**src/rtl/serial_word_deser.sv**
```systemverilog
`default_nettype none
// ============================================================================
// Module   : serial_word_deser
// Purpose  : Serial-to-parallel collector with a one-word output holding slot.
// Revision : 1.0
// ============================================================================
module serial_word_deser #(
  parameter int WIDTH   = 100,
  parameter int COUNT_W = 16
) (
  input  logic               clk,
  input  logic               reset,
  input  logic               flush,
  input  logic               bit_valid,
  input  logic               bit_in,
  output logic               bit_ready,
  output logic               out_valid,
  input  logic               out_ready,
  output logic [WIDTH-1:0]   out_word,
  output logic [COUNT_W-1:0] word_count
);

  localparam int               CNT_W    = $clog2(WIDTH + 1);
  localparam logic [CNT_W-1:0] CNT_FULL = CNT_W'(WIDTH);
  localparam logic [CNT_W-1:0] CNT_LAST = CNT_W'(WIDTH - 1);

  logic [WIDTH-1:0]   sr_q, sr_d;
  logic [CNT_W-1:0]   cnt_q, cnt_d;
  logic [WIDTH-1:0]   out_word_q, out_word_d;
  logic               out_valid_q, out_valid_d;
  logic [COUNT_W-1:0] word_count_q, word_count_d;

  logic slot_free;
  logic accept;

  always_comb begin
    slot_free    = !out_valid_q || out_ready;
    bit_ready    = !flush && (cnt_q < CNT_FULL);
    accept       = bit_valid && bit_ready;

    sr_d         = sr_q;
    cnt_d        = cnt_q;
    out_word_d   = out_word_q;
    out_valid_d  = out_valid_q;
    word_count_d = word_count_q;

    if (out_valid_q && out_ready) begin
      out_valid_d = 1'b0;
    end

    // A word stalled behind a busy slot moves out as soon as the slot frees.
    if ((cnt_q == CNT_FULL) && slot_free) begin
      out_word_d   = sr_q;
      out_valid_d  = 1'b1;
      cnt_d        = '0;
      word_count_d = word_count_q + COUNT_W'(1);
    end

    if (accept) begin
      sr_d = {sr_q[WIDTH-2:0], bit_in};
      if (cnt_q == CNT_LAST) begin
        if (slot_free) begin
          out_word_d   = {sr_q[WIDTH-2:0], bit_in};
          out_valid_d  = 1'b1;
          cnt_d        = '0;
          word_count_d = word_count_q + COUNT_W'(1);
        end else begin
          cnt_d = CNT_FULL;
        end
      end else begin
        cnt_d = cnt_q + CNT_W'(1);
      end
    end

    // Flush comes last so a same-cycle handoff of a full word still happens.
    if (flush) begin
      cnt_d = '0;
      sr_d  = '0;
    end
  end

  always_ff @(posedge clk) begin
    if (reset) begin
      sr_q         <= '0;
      cnt_q        <= '0;
      out_word_q   <= '0;
      out_valid_q  <= 1'b0;
      word_count_q <= '0;
    end else begin
      sr_q         <= sr_d;
      cnt_q        <= cnt_d;
      out_word_q   <= out_word_d;
      out_valid_q  <= out_valid_d;
      word_count_q <= word_count_d;
    end
  end

  assign out_word   = out_word_q;
  assign out_valid  = out_valid_q;
  assign word_count = word_count_q;

endmodule
`default_nettype wire
```
**config.mk**
```make
export PLATFORM = sky130hd
export DESIGN_NAME = serial_word_deser
export DESIGN_NICKNAME = d
export VERILOG_FILES = /design/src/rtl/serial_word_deser.sv
export SDC_FILE = /design/constraint.sdc
export NUM_CORES = 1
export LEC_CHECK = 0
export BUFFER_PORTS_ARGS = -buffer_cell sky130_fd_sc_hd__buf_4
export CORE_ASPECT_RATIO = 1.5
export CORE_MARGIN = 2
export CORE_UTILIZATION = 62
export CTS_CLUSTER_DIAMETER = 30
export DETAILED_ROUTE_END_ITERATION = 12
export PLACE_DENSITY = 0.92
export SLEW_MARGIN = 20
export SYNTH_ARGS = -nofsm -noshare
export SYNTH_HDL_FRONTEND = slang
export SYNTH_SLANG_ARGS = --single-unit
```
**constraint.sdc**
```tcl
create_clock -name clk -period 4.3 [get_ports clk]
set_clock_uncertainty 0.2 [all_clocks]
set_input_delay 0.86 -clock clk [delete_from_list [all_inputs] [get_ports clk]]
set_output_delay 0.86 -clock clk [all_outputs]
set_load 0.05 [all_outputs]
```
==> flow_summary.rst <==
.. list-table::
   :header-rows: 1

   * - Metric
     - Value
   * - Rows
     - 54
   * - Num ports
     - 124
   * - Synthesized netlist cell count
     - 1036
   * - Yosys warnings
     - 0
   * - I/O Buffers
     - 123
   * - TritonCTS clock tree
     - yes
   * - Final Wtd Congestion
     - 0.8470
   * - Pin count of the biggest net entering global routing
     - 95
   * - Run status
     - complete, no violations
   * - Crit-path slowest cell
     - sky130_fd_sc_hd__o311ai_2
   * - First-pass GRT wire length
     - 35.28 mm
   * - CP max stage delay
     - 510 ps
   * - Die height
     - 152.3 um
   * - DR iter-0 viols
     - 428
   * - Horizontal die dimension
     - 102.9 um
   * - Total leakage power
     - 0.004846 uW
   * - Number of global-route vias before repair
     - 7489
   * - Fraction of post-synthesis cell area in the top cell type by area
     - 49.31%
   * - Setup TNS Final
     - 0 ps
   * - Endpoint, Worst Hold
     - sr_q[99]
   * - # Post-CTS Setup Buffers
     - 0
   * - DRC Markers
     - 0
   * - Largest voltage drop on the vdd net
     - 0.4186 mV
   * - Total vias in the final route
     - 7777
   * - Relative slew slack
     - 40.06%
   * - Via/cell ratio
     - 5.817
   * - Number of enable flip-flop cells after synthesis
     - 0
   * - Leading cell type by number of instances after synthesis
     - sky130_fd_sc_hd__dfxtp_1
   * - Count of nets left with antenna violations after detail routing
     - 0
   * - Net count, final
     - 1127
   * - Portion of the post-synthesis area used by sequential elements
     - 49.31%
   * - Kind of start point of the critical path
     - register
   * - CTS Hold Bufs
     - 0
   * - Biggest area consumer among synthesized cells
     - sky130_fd_sc_hd__dfxtp_1
   * - Areal power density over the cells
     - 423.3 nW/um^2
   * - Remaining global-route overflow
     - 0
   * - Dominant cells by area after synthesis
     - sky130_fd_sc_hd__dfxtp_1 49%, sky130_fd_sc_hd__mux2i_1 11%, sky130_fd_sc_hd__nand2_1 8.9%
   * - Post-synthesis sequential element count
     - 224
   * - Worst Path Arrival
     - 1960 ps
   * - Total GRT Usage
     - 26.82%
   * - Post-Synthesis Cell Area
     - 9094 sq um
   * - Min-delay src
     - sr_q[99]
   * - Type of the most critical hold path
     - register to register
   * - Critical-path maximum fanout
     - 10
   * - Worst Hold Depth
     - 2
   * - Synthesized Nets
     - 1045
   * - Initial cell density of the core
     - 62.89%
   * - Asr flop ratio synth
     - 0%
   * - Num Clock Sinks
     - 224
   * - Post-layout min period
     - 3016 ps
   * - Max-cap violations
     - 0
   * - 1st-pass router iterations
     - 5
   * - Sum of net half-perimeters after detailed placement
     - 12.70 mm
   * - Total power of the final layout
     - 4681 uW
   * - CP Capture Type
     - output pin
   * - Area of placed instances
     - 10010 sq um
   * - CTS Buf Count
     - 31
   * - Area of the core region
     - 14460 sq um
   * - Average footprint of a synthesized cell
     - 8.778 sq um
   * - Cell types with the highest counts after synthesis
     - 224 x sky130_fd_sc_hd__dfxtp_1, 215 x sky130_fd_sc_hd__nand2_1, 118 x sky130_fd_sc_hd__a21oi_1, 105 x sky130_fd_sc_hd__nor2_1, 101 x sky130_fd_sc_hd__mux2i_1
   * - Average wire per standard cell
     - 15.97 um
   * - Number of antenna violations at the first check in global routing
     - 0
   * - Clock root buffer
     - sky130_fd_sc_hd__clkbuf_16
   * - WL final
     - 21.36 mm
   * - Unrepaired setup endpoints after global routing
     - false
   * - Slew Viols, Final
     - 0
   * - Clock Pin Slew Worst Setup and Hold Paths
     - 60 ps
   * - Fmax
     - 331.5 MHz
   * - Final standard cell area without fillers
     - 11060 sq um
   * - Cell count of the worst reg-to-reg path
     - 7
   * - Most instantiated flip-flop cell in the synthesis netlist
     - sky130_fd_sc_hd__dfxtp_1
   * - Reg2reg setup slack
     - 1630 ps
   * - Cell chain of the critical path
     - o311ai_2 > nor2b_1 > buf_4
   * - Setup violators final
     - 0
   * - Final cycle utilization of the critical path
     - 70.15%
   * - Actual transition at the worst max-transition pin
     - 899.1 ps
   * - P&R area growth vs syn
     - 21.60%
   * - Total of cells resized after clock tree synthesis
     - 0
   * - Count of final hold-check violations
     - 0
   * - Unique masters post-synth
     - 46
   * - Layout cell share with drive strength beyond 1
     - 17.62%
   * - Number of diodes
     - 0
   * - Required time reported for the critical path endpoint
     - 3240 ps
   * - H-tree levels
     - 1
   * - DIE AREA
     - 15670 sq um
   * - Endpoint of the lowest-slack register-to-register path
     - out_word[60]
   * - Category of the critical setup timing path
     - register to output pin
   * - Bufs on Longest Clock Path
     - 3
   * - Launch point of the worst reg-to-reg path
     - cnt_q[0]
   * - Clock insertion delay at the later pin of the skew report
     - 530 ps
## per-layer routing
layer	share of wire, %	track usage [%]	wire length [um]
met4	2.9	10.40	620
met3	5.3	4.495	1131
met5	0	0	0
met2	52	46.51	11160
met1	40	32.52	8440
## logic make-up (layout without fill, tap and decap cells)
family / after synthesis / after routing / synth area share, %
mux: 101 / 101 / 11.12
compound gates: 245 / 245 / 17.23
fa+ha+maj: 3 / 3 / 0.4128
simple gates: 371 / 371 / 17.10
flops: 224 / 224 / 49.31
xor+xnor: 2 / 2 / 0.1927
buf+inv: 90 / 195 / 4.637
## power breakdown
| group | leakage (uW) | total [uW] | switching, uW | internal, uW |
|---|---|---|---|---|
| clock | 0.000513 | 2520 | 997 | 1520 |
| combinational | 0.00253 | 85.6 | 73.4 | 12.2 |
| sequential | 0.00180 | 2080 | 0.647 | 2080 |
## layout make-up
type | count | area, sq um
flip-flops and latches | 224 | 4484
multi-input cells | 722 | 4220
fillers | 999 | 3401
repair buffers | 133 | 1036
clock buffers | 34 | 817.0
well taps | 196 | 245.2
clock inverters | 22 | 232.7
inverters | 6 | 22.52
## worst max path at each step
| stage | start | to | cells after the start | slack (ps) |
|---|---|---|---|---|
| final | cnt_q[2] | bit_ready | 3 | 1280 |
| after floorplan | flush | bit_ready | 1 | 1690 |
| after global placement | out_ready | out_word[74] | 6 | 1370 |
| after global routing | cnt_q[2] | bit_ready | 3 | 1210 |
| after detailed placement | out_ready | out_word[60] | 6 | 1290 |
| after CTS | cnt_q[2] | bit_ready | 3 | 1300 |
## placed cells by master, fill, tap and decap left out, drive strengths merged, types with 3 or more instances in the layout
cell type	count
buf	133
a21oi	118
or4	7
inv	13
nand3	11
nor2b	3
clkinv	10
dfxtp	224
nand4	6
nand2	215
or3	5
and2	5
o21ai	8
nor2	105
ha	3
mux2i	101
o211ai	3
clkbuf	34
o31ai	6
a211oi	100
clkinvlp	3
## state kept, by name, indices dropped and copies added (netlist names)
name / count
out_valid: 1
word_count: 16
out_word: 100
sr_q: 100
cnt_q: 7
## stage by stage
step | instances | hold WS [ps] | util (%) | setup WS, ps
6_report | 1337 | 259.1 | 76.48 | 1284
5_1_grt | 1337 | 285.4 | 76.48 | 1208
4_1_cts | 1337 | 262.0 | 76.48 | 1298
3_5_place_dp | 1281 | 254.2 | 69.22 | 1289
3_3_place_gp | 1281 | 243.1 | 69.22 | 1375
2_1_floorplan | 1036 | 235.7 | - | 1691
## critical path: cells and delay by family (launching register included)
kind / cells / cell delay, ps
and+or+nand+nor: 1 / 270
AOI/OAI and AO/OA: 1 / 510
DFF: 1 / 420
buffers and inverters: 1 / 230
No activity file was read; power rests on OpenSTA's default activity.
